`src/rtl/cwt_pkg.sv`:
```
// Shared types and defaults for count_wrap_tracker.
// Optional feature macro: CWT_MISS_CNT_EN (dropped-match counter).
package cwt_pkg;
   localparam int CNT_W_DEF = 4;
   localparam int EXT_W_DEF = 8;
   localparam int MISS_W    = 8;

   typedef enum logic [1:0] {
      IDLE    = 2'd0,
      ARMED   = 2'd1,
      PENDING = 2'd2
   } state_t;
endpackage

```
`src/rtl/cwt_wrap_detect.sv`:
```
// Registers the upstream count and decodes wrap (MAX->0) and resync (upstream reset) strobes.
module cwt_wrap_detect
   import cwt_pkg::*;
#(
   parameter int CNT_W = CNT_W_DEF
) (
   input  logic             clk,
   input  logic             rst,
   input  logic [CNT_W-1:0] count_in,
   output logic [CNT_W-1:0] count_q,
   output logic             wrap,
   output logic             resync
);
   localparam logic [CNT_W-1:0] MAX = {CNT_W{1'b1}};

   logic in_zero;

   always_comb begin
      in_zero = (count_in == '0);
      wrap    = in_zero && (count_q == MAX);
      // A drop to zero from anywhere but MAX means the upstream counter was reset on its own
      resync  = in_zero && (count_q != '0) && (count_q != MAX);
   end

   always_ff @(posedge clk or posedge rst) begin
      if (rst) count_q <= '0;
      else     count_q <= count_in;
   end
endmodule

```
`src/rtl/count_wrap_tracker.sv`:
```
// Extends a free-running count with a wrap word, matches against a threshold, reports via valid/ready.
// Optional feature macro: CWT_MISS_CNT_EN adds the missed_cnt port (saturating dropped-match count).
module count_wrap_tracker
   import cwt_pkg::*;
#(
   parameter int CNT_W      = CNT_W_DEF,
   parameter int EXT_W      = EXT_W_DEF,
   parameter int AUTO_REARM = 0,
   localparam int XW        = CNT_W + EXT_W
) (
   input  logic             clk,
   input  logic             rst,
   input  logic [CNT_W-1:0] count_in,
   input  logic             cfg_valid,
   output logic             cfg_ready,
   input  logic [XW-1:0]    cfg_thresh,
   output logic [XW-1:0]    ext_count,
   output logic             wrap_pulse,
   output logic             evt_valid,
   input  logic             evt_ready,
   output logic [XW-1:0]    evt_value
`ifdef CWT_MISS_CNT_EN
   ,
   output logic [MISS_W-1:0] missed_cnt
`endif
);
   logic [CNT_W-1:0] count_q;
   logic             wrap, resync;
   logic [EXT_W-1:0] hi_q, hi_d;
   logic [XW-1:0]    thresh_q, thresh_d;
   logic [XW-1:0]    evt_value_q, evt_value_d;
   logic [XW-1:0]    ext_next;
   logic             wrap_pulse_q;
   logic             match, cfg_fire;
   state_t           state_q, state_d;

   cwt_wrap_detect #(.CNT_W(CNT_W)) u_wrap (
      .clk      (clk),
      .rst      (rst),
      .count_in (count_in),
      .count_q  (count_q),
      .wrap     (wrap),
      .resync   (resync)
   );

   assign ext_count  = {hi_q, count_q};
   assign wrap_pulse = wrap_pulse_q;
   assign evt_valid  = (state_q == PENDING);
   assign evt_value  = evt_value_q;
   assign cfg_ready  = !rst && (state_q != PENDING);
   assign cfg_fire   = cfg_valid && cfg_ready;

   always_comb begin
      hi_d = hi_q;
      if (wrap)        hi_d = hi_q + EXT_W'(1);
      else if (resync) hi_d = '0;
      ext_next = {hi_d, count_in};
      // Only entry into equality counts, so a stalled counter cannot re-fire
      match    = (ext_next == thresh_q) && (ext_next != ext_count);
   end

   always_comb begin
      state_d     = state_q;
      thresh_d    = thresh_q;
      evt_value_d = evt_value_q;
      if (cfg_fire) thresh_d = cfg_thresh;
      case (state_q)
         IDLE:    if (cfg_fire) state_d = ARMED;
         ARMED:   if (match) begin
                     state_d     = PENDING;
                     evt_value_d = ext_next;
                  end
         PENDING: if (evt_ready) state_d = (AUTO_REARM != 0) ? ARMED : IDLE;
         default: state_d = IDLE;
      endcase
   end

   always_ff @(posedge clk or posedge rst) begin
      if (rst) begin
         hi_q         <= '0;
         wrap_pulse_q <= 1'b0;
         thresh_q     <= '0;
         evt_value_q  <= '0;
         state_q      <= IDLE;
      end else begin
         hi_q         <= hi_d;
         wrap_pulse_q <= wrap;
         thresh_q     <= thresh_d;
         evt_value_q  <= evt_value_d;
         state_q      <= state_d;
      end
   end

`ifdef CWT_MISS_CNT_EN
   logic [MISS_W-1:0] missed_q, missed_d;

   always_comb begin
      missed_d = missed_q;
      if (cfg_fire)
         missed_d = '0;
      else if (match && (state_q == PENDING) && (missed_q != '1))
         missed_d = missed_q + MISS_W'(1);
   end

   always_ff @(posedge clk or posedge rst) begin
      if (rst) missed_q <= '0;
      else     missed_q <= missed_d;
   end

   assign missed_cnt = missed_q;
`endif
endmodule

```
`config.mk`:
```
export PLATFORM = sky130hd
export DESIGN_NAME = count_wrap_tracker
export DESIGN_NICKNAME = d
export VERILOG_FILES = /design/src/rtl/cwt_pkg.sv /design/src/rtl/cwt_wrap_detect.sv /design/src/rtl/count_wrap_tracker.sv
export SDC_FILE = /design/constraint.sdc
export NUM_CORES = 1
export LEC_CHECK = 0
export ABC_AREA = 1
export BUFFER_PORTS_ARGS = -buffer_cell sky130_fd_sc_hd__buf_2
export CAP_MARGIN = 20
export CORE_MARGIN = 2
export CORE_UTILIZATION = 50
export DETAILED_ROUTE_END_ITERATION = 16
export HOLD_SLACK_MARGIN = 0.05
export PLACE_DENSITY_LB_ADDON = 0.15
export RECOVER_POWER = 50
export SKIP_CTS_REPAIR_TIMING = 1
export SLEW_MARGIN = 40
export SYNTH_ARGS = -nofsm -noshare
export SYNTH_HDL_FRONTEND = slang
export SYNTH_SLANG_ARGS = --single-unit
```
`constraint.sdc`:
```
create_clock -name clk -period 2.2 [get_ports clk]
set_clock_uncertainty 0.15 [all_clocks]
set_input_delay 0 -clock clk [delete_from_list [all_inputs] [get_ports clk]]
set_output_delay 0 -clock clk [all_outputs]
set_load 0.01 [all_outputs]
```
# == Word-level counts from Yosys, hierarchy flattened ==
# Cells that the tools add are included.
# Widths: inputs -> output; s select.
# classes
n_mux,6
reduce_logical,12
n_addsub,1
eq_ne,10
# ops
cell,n
$mux 8,2
$eq 12x12->1,1
$ne 12x12->1,1
$add 8x1->8 const B,1
$logic_and 1x1->1,6
$mux 2,3
$ne 2x2->1 const B,3
$pmux 2 s3,1
$eq 4x4->1 const B,1
$logic_not 4->1,1
$ne 4x4->1 const B,1
$reduce_bool 4->1,1
$reduce_and 3->1,1
$eq 2x1->1 const B,1
$eq 2x2->1 const B,1
$logic_not 2->1,1
$ne 2x1->1 const B,1
$reduce_and 2->1,1
$logic_not 1->1,1
# word_totals
elab_cells,35
output_inout_bits,27
reg_bits,39
input_bits,20

# == Longest topological paths before layout ==
# depth
ltp_word,9
mapped_depth,16
ltp_nobuf,15

# == Modules after synthesis ==
# Synthesis repeated with hierarchy kept, for this count alone.
# unflattened
cells_unflattened,289
hier_area_um2,2127.0
# by_module_without_submodules
module,instances,cells_each,area_each_um2,seq_area_each_um2
count_wrap_tracker,1,265,1943.1,875.8
cwt_wrap_detect,1,24,183.9,100.1

# == Least setup slack after synthesis ==
# OpenSTA, ideal clock, no wires.
# synth_timing
path_kind,flip-flop to flip-flop
startpoint,reg u_wrap.count_q[2]
endpoint,"reg evt_value_q[0], in the netlist evt_value[0]"
arrival_ns,1.786
stages_incl_launch_ff,17
synth_period_minus_slack_ns,2.053
setup_time_ns,0.117
required_ns,1.933
path_buffers,2
setup_slack_ns,0.147
cell_sequence,dfrtp_1 nand2_1 clkinv_1 nand2_2 nand3_2 buf_6 nand2_2 nand2_2 nand3_2 nand2_1 nor2_1 nand2_1 nor2_4 nand3_2 buf_6 nand2_1 nand2_1
# synth_between
elab_chain_cells,8
word_cells_on_any_way,12
classes_between,4 x eq/ne; 2 x mux; 6 x reduce/logical
# synth_rtl
element,line_no,source
"start, declared",cwt_wrap_detect.sv:10,"output logic [CNT_W-1:0] count_q,"
"start signal, assigned",cwt_wrap_detect.sv:27,else count_q <= count_in;
$reduce_bool 4->1,cwt_wrap_detect.sv:22,resync = in_zero && (count_q != '0) && (count_q != MAX);
$logic_and 1x1->1 (2 in a row),cwt_wrap_detect.sv:22,
$mux 8,count_wrap_tracker.sv:56,else if (resync) hi_d = '0;
$mux 8,count_wrap_tracker.sv:55,if (wrap) hi_d = hi_q + EXT_W'(1);
$eq 12x12->1 or $ne 12x12->1 (tied branches),count_wrap_tracker.sv:59,match = (ext_next == thresh_q) && (ext_next != ext_count);
$logic_and 1x1->1 (*),count_wrap_tracker.sv:59,
$reduce_and 2->1 (no line) (*),-,
"end signal, assigned",count_wrap_tracker.sv:89,evt_value_q <= evt_value_d;
"end, declared",count_wrap_tracker.sv:31,"logic [XW-1:0] evt_value_q, evt_value_d;"
# Mark *: on every way between the ends. The rest lies on a longest branch, timed or not.
# A chain may end at the register's enable or synchronous reset.

# == Final worst setup path ==
# layout_timing
startpoint,reg u_wrap.count_q[0]
endpoint,"reg evt_value_q[11], in the netlist evt_value[11]"
# layout_between
word_cells_on_any_way,12
classes_between,4 x eq/ne; 2 x mux; 6 x reduce/logical
# layout_rtl
element,line_no,source
$eq 4x4->1 (*),cwt_wrap_detect.sv:20,wrap = in_zero && (count_q == MAX);
$logic_and 1x1->1 (*),cwt_wrap_detect.sv:20,
via u_wrap.wrap,cwt_wrap_detect.sv:11,"output logic wrap,"
$mux 8 (*),count_wrap_tracker.sv:55,
$eq 12x12->1 or $ne 12x12->1 (tied branches),count_wrap_tracker.sv:59,
$logic_and 1x1->1,count_wrap_tracker.sv:59,
$reduce_and 2->1 (no line),-,
# The timed path passes the listed nets; every way through them passes the cells marked *.

==> results by group <==
Status
  – Status: finished, violations left
  – Violated checks: setup timing

Logic synthesis
  – Prevailing post-synth register cell: dfrtp_1
  – Syn Area/Cell: 8.23 µm²
  – Synth warn: 0
  – Seq/Total Area, Yosys: 47.2%
  – Syn nets: 272
  – Top-count cell post-synth: nand2_1
  – Gate Count Post-Synth: 251
  – Synthesized flop and latch total: 39
  – Yosys cell types: 25
  – Post-synth design cell area: 2070 µm²
  – Number of synthesized flops with an enable pin: 0
  – Synth top area cells: dfrtp_1, nand2_1, nand4_1
  – Most frequent cells after synthesis: nand2_1, dfrtp_1, inv_1, nor2_1, nand4_1
  – Top cell type's share of synthesized area: 47.2%
  – Post-synth ARST share: 100%
  – Area leader, netlist: dfrtp_1

STA
  – Worst setup margin: -0.101 ns
  – Final setup viols: 14
  – RSZ-0062 raised after global routing: yes
  – Final hold violation count: 0
  – Slew Viols, Final: 0
  – Final period demand of the worst path: 2.30 ns
  – Hold WS: 0.152 ns
  – Slew margin rel.: 48.5%
  – Fmax achieved: 435 MHz
  – Fin crit share: 105%
  – Worst-Margin Slew: 0.770 ns

Detailed routing
  – Total number of vias: 1948
  – Final ANT Viol Nets: 0
  – Drt drc: 0
  – WL per Instance: 14.3 µm
  – Via/cell ratio: 5.07
  – Initial DRT Pass Iterations: 4
  – Drt total wl: 5500 µm
  – Iter 0 DRT Violations: 212

Floorplan
  – I/O pin count: 47
  – Chip width: 68.3 µm
  – Row count: 23
  – Initial Util: 51.6%
  – Core Area: 4000 µm²
  – Full die area: 4660 µm²
  – Die Ht: 68.3 µm

Layout
  – Synth-to-Final Area Change: 39.3%
  – Register Area: 977 µm²
  – Multi-input gate area in the final layout: 1050 µm²
  – Filler cells: 317
  – Fin util: 71.9%
  – Share of cells above drive strength 1: 34.1%
  – ANT cells: 0
  – Nets: 354
  – Final Non-Filler Cells: 384

Worst setup path
  – Worst Setup Path Type: flop to flop
  – FF-to-FF Start: u_wrap.count_q[0]
  – Largest stage delay, worst path: 0.44 ns
  – Crit path arrival time: 2.34 ns
  – Cells on worst reg2reg path: 15
  – Req. time, crit path: 2.23 ns
  – Slowest CP cell: dfrtp_1
  – Most used cell along the critical path: nand2_1
  – Reg-to-reg critical path endpoint: evt_value[11]
  – Critical Path End Type: flop
  – CP Max Fanout: 6
  – Critical-path cell list: nand2_2 -> clkinv_1 -> nand2_4 -> nor2_4 -> buf_4 -> nand3_1 -> nand3_2 -> nand2_1 -> nor2_1 -> nand2_1 -> nor2_4 -> buf_4 -> nand3_4 -> nand2_1 -> nand2_1
  – Startpoint types: flop
  – Flop2flop setup slack: -0.10 ns

Place
  – Cells after DPL: 346
  – IO Port Bufs: 46
  – Final GP Congestion: 0.873
  – Dpl hpwl: 3360 µm

Clock network
  – Num CTS Buffers: 5
  – Clock tree buffer depth: 2
  – CTS tree: yes
  – Clock root buffer: clkbuf_8
  – CTS H-tree lvls: 2
  – Worst-Skew Late Latency: 0.29 ns
  – CTS clock-pin slew for the worst setup and hold paths: 0.07 ns
  – Clk sink count: 39

Power
  – Pwr dens: 562 nW/µm²
  – Leakage power: 1.56 nW
  – VDD IR-drop max: 0.000421 V

Global routing
  – Total gr overflow: 0
  – Initial antenna violation count: 0
  – Largest net degree at the start of global routing: 40
  – Total Routing Usage GR: 22.4%
  – Global-route wire length before repair: 7510 µm
  – Vias in the first global route: 1606

Min path
  – Worst Hold Path EP: hi_q[1]
  – Hold Path Origin: count_in[0]
  – Hold path depth: 6
  – Hold crit path type: input pin to flop

Job
  – Total of max-cap violations: 0
==> worst max path at each step <==
stage / start / end / slack (ns) / cells past startpoint
2_1_floorplan: u_wrap.count_q[2] / evt_value[0] / 0.15 / 16
3_3_place_gp: u_wrap.count_q[2] / evt_value[0] / -0.05 / 14
3_5_place_dp: u_wrap.count_q[2] / evt_value[7] / -0.08 / 14
4_1_cts: u_wrap.count_q[2] / evt_value[5] / -0.1 / 14
5_1_grt: u_wrap.count_q[0] / evt_value[4] / -0.24 / 15
6_report: u_wrap.count_q[0] / evt_value[11] / -0.10 / 15
==> per-stage QoR <==
stage / setup TNS (ns) / setup slack (ns) / area, µm² / power [mW]
after floorplan: 0 / 0.147 / 2070 / 0.958
after CTS: -1.09 / -0.0982 / 2470 / 1.57
final: -0.952 / -0.101 / 2880 / 1.62
after detailed placement: -0.812 / -0.0801 / 2370 / 1.04
after global routing: -2.96 / -0.235 / 2880 / 1.70
after global placement: -0.441 / -0.0496 / 2370 / 1.03
==> cells in the final DEF, fill, tap and decap left out, drive strengths merged <==
cell type    synthesis  final
nand2               80     80
buf                  4     58
dfrtp               39     39
inv                 31     32
nor2                24     24
nand3               21     23
nand4               18     18
dlygate4sd3          0     18
clkbuf               3     12
a21oi                9      9
xnor2                8      8
mux2                 5      5
xor2                 4      4
clkinv               2      1
nand3b               1      1
o21ai                1      1
ha                   1      1
==> worst max-delay path: cells and delay by family (launching register included) <==
kind          cells  cell delay (ns)
flops             1             0.44
simple gates     12             1.21
buf+inv           3             0.40
==> cells by family after synthesis <==
logic type,Yosys count,synth area share [%]
mux,5,2.73
xor+xnor,12,5.45
simple gates,144,33.1
compound gates,10,2.60
buf+inv,40,8.24
flops,39,47.2
fa+ha+maj,1,0.606
==> per-layer routing <==
metal	track usage, %	share of wire (%)	up-vias
met4	8.50	0.65	0
met1	30.9	45	916
met5	0	0	-
met3	5.76	5.7	4
li1	-	-	963
met2	34.0	49	65
==> sequential cells by signal (all words and copies together), names as in the netlist <==
signal	flops
wrap_pulse	1
state_q	2
thresh_q	12
u_wrap.count_q	4
evt_value	12
hi_q	8
==> cell type report <==
type                       instances  area share [%]
tap                               50            2.17
clock buffer                       8            3.48
inverter                          33            4.30
sequential                        39            34.0
timing repair buffer              80            19.5
multi-input combinational        174            36.6
==> power by group <==
part | switching, mW | total (mW) | internal, mW
sequential | 0.0429 | 0.803 | 0.760
combinational | 0.155 | 0.281 | 0.126
clock | 0.248 | 0.534 | 0.286
total | 0.446 | 1.62 | 1.17
No activity file was read; power rests on OpenSTA's default activity.
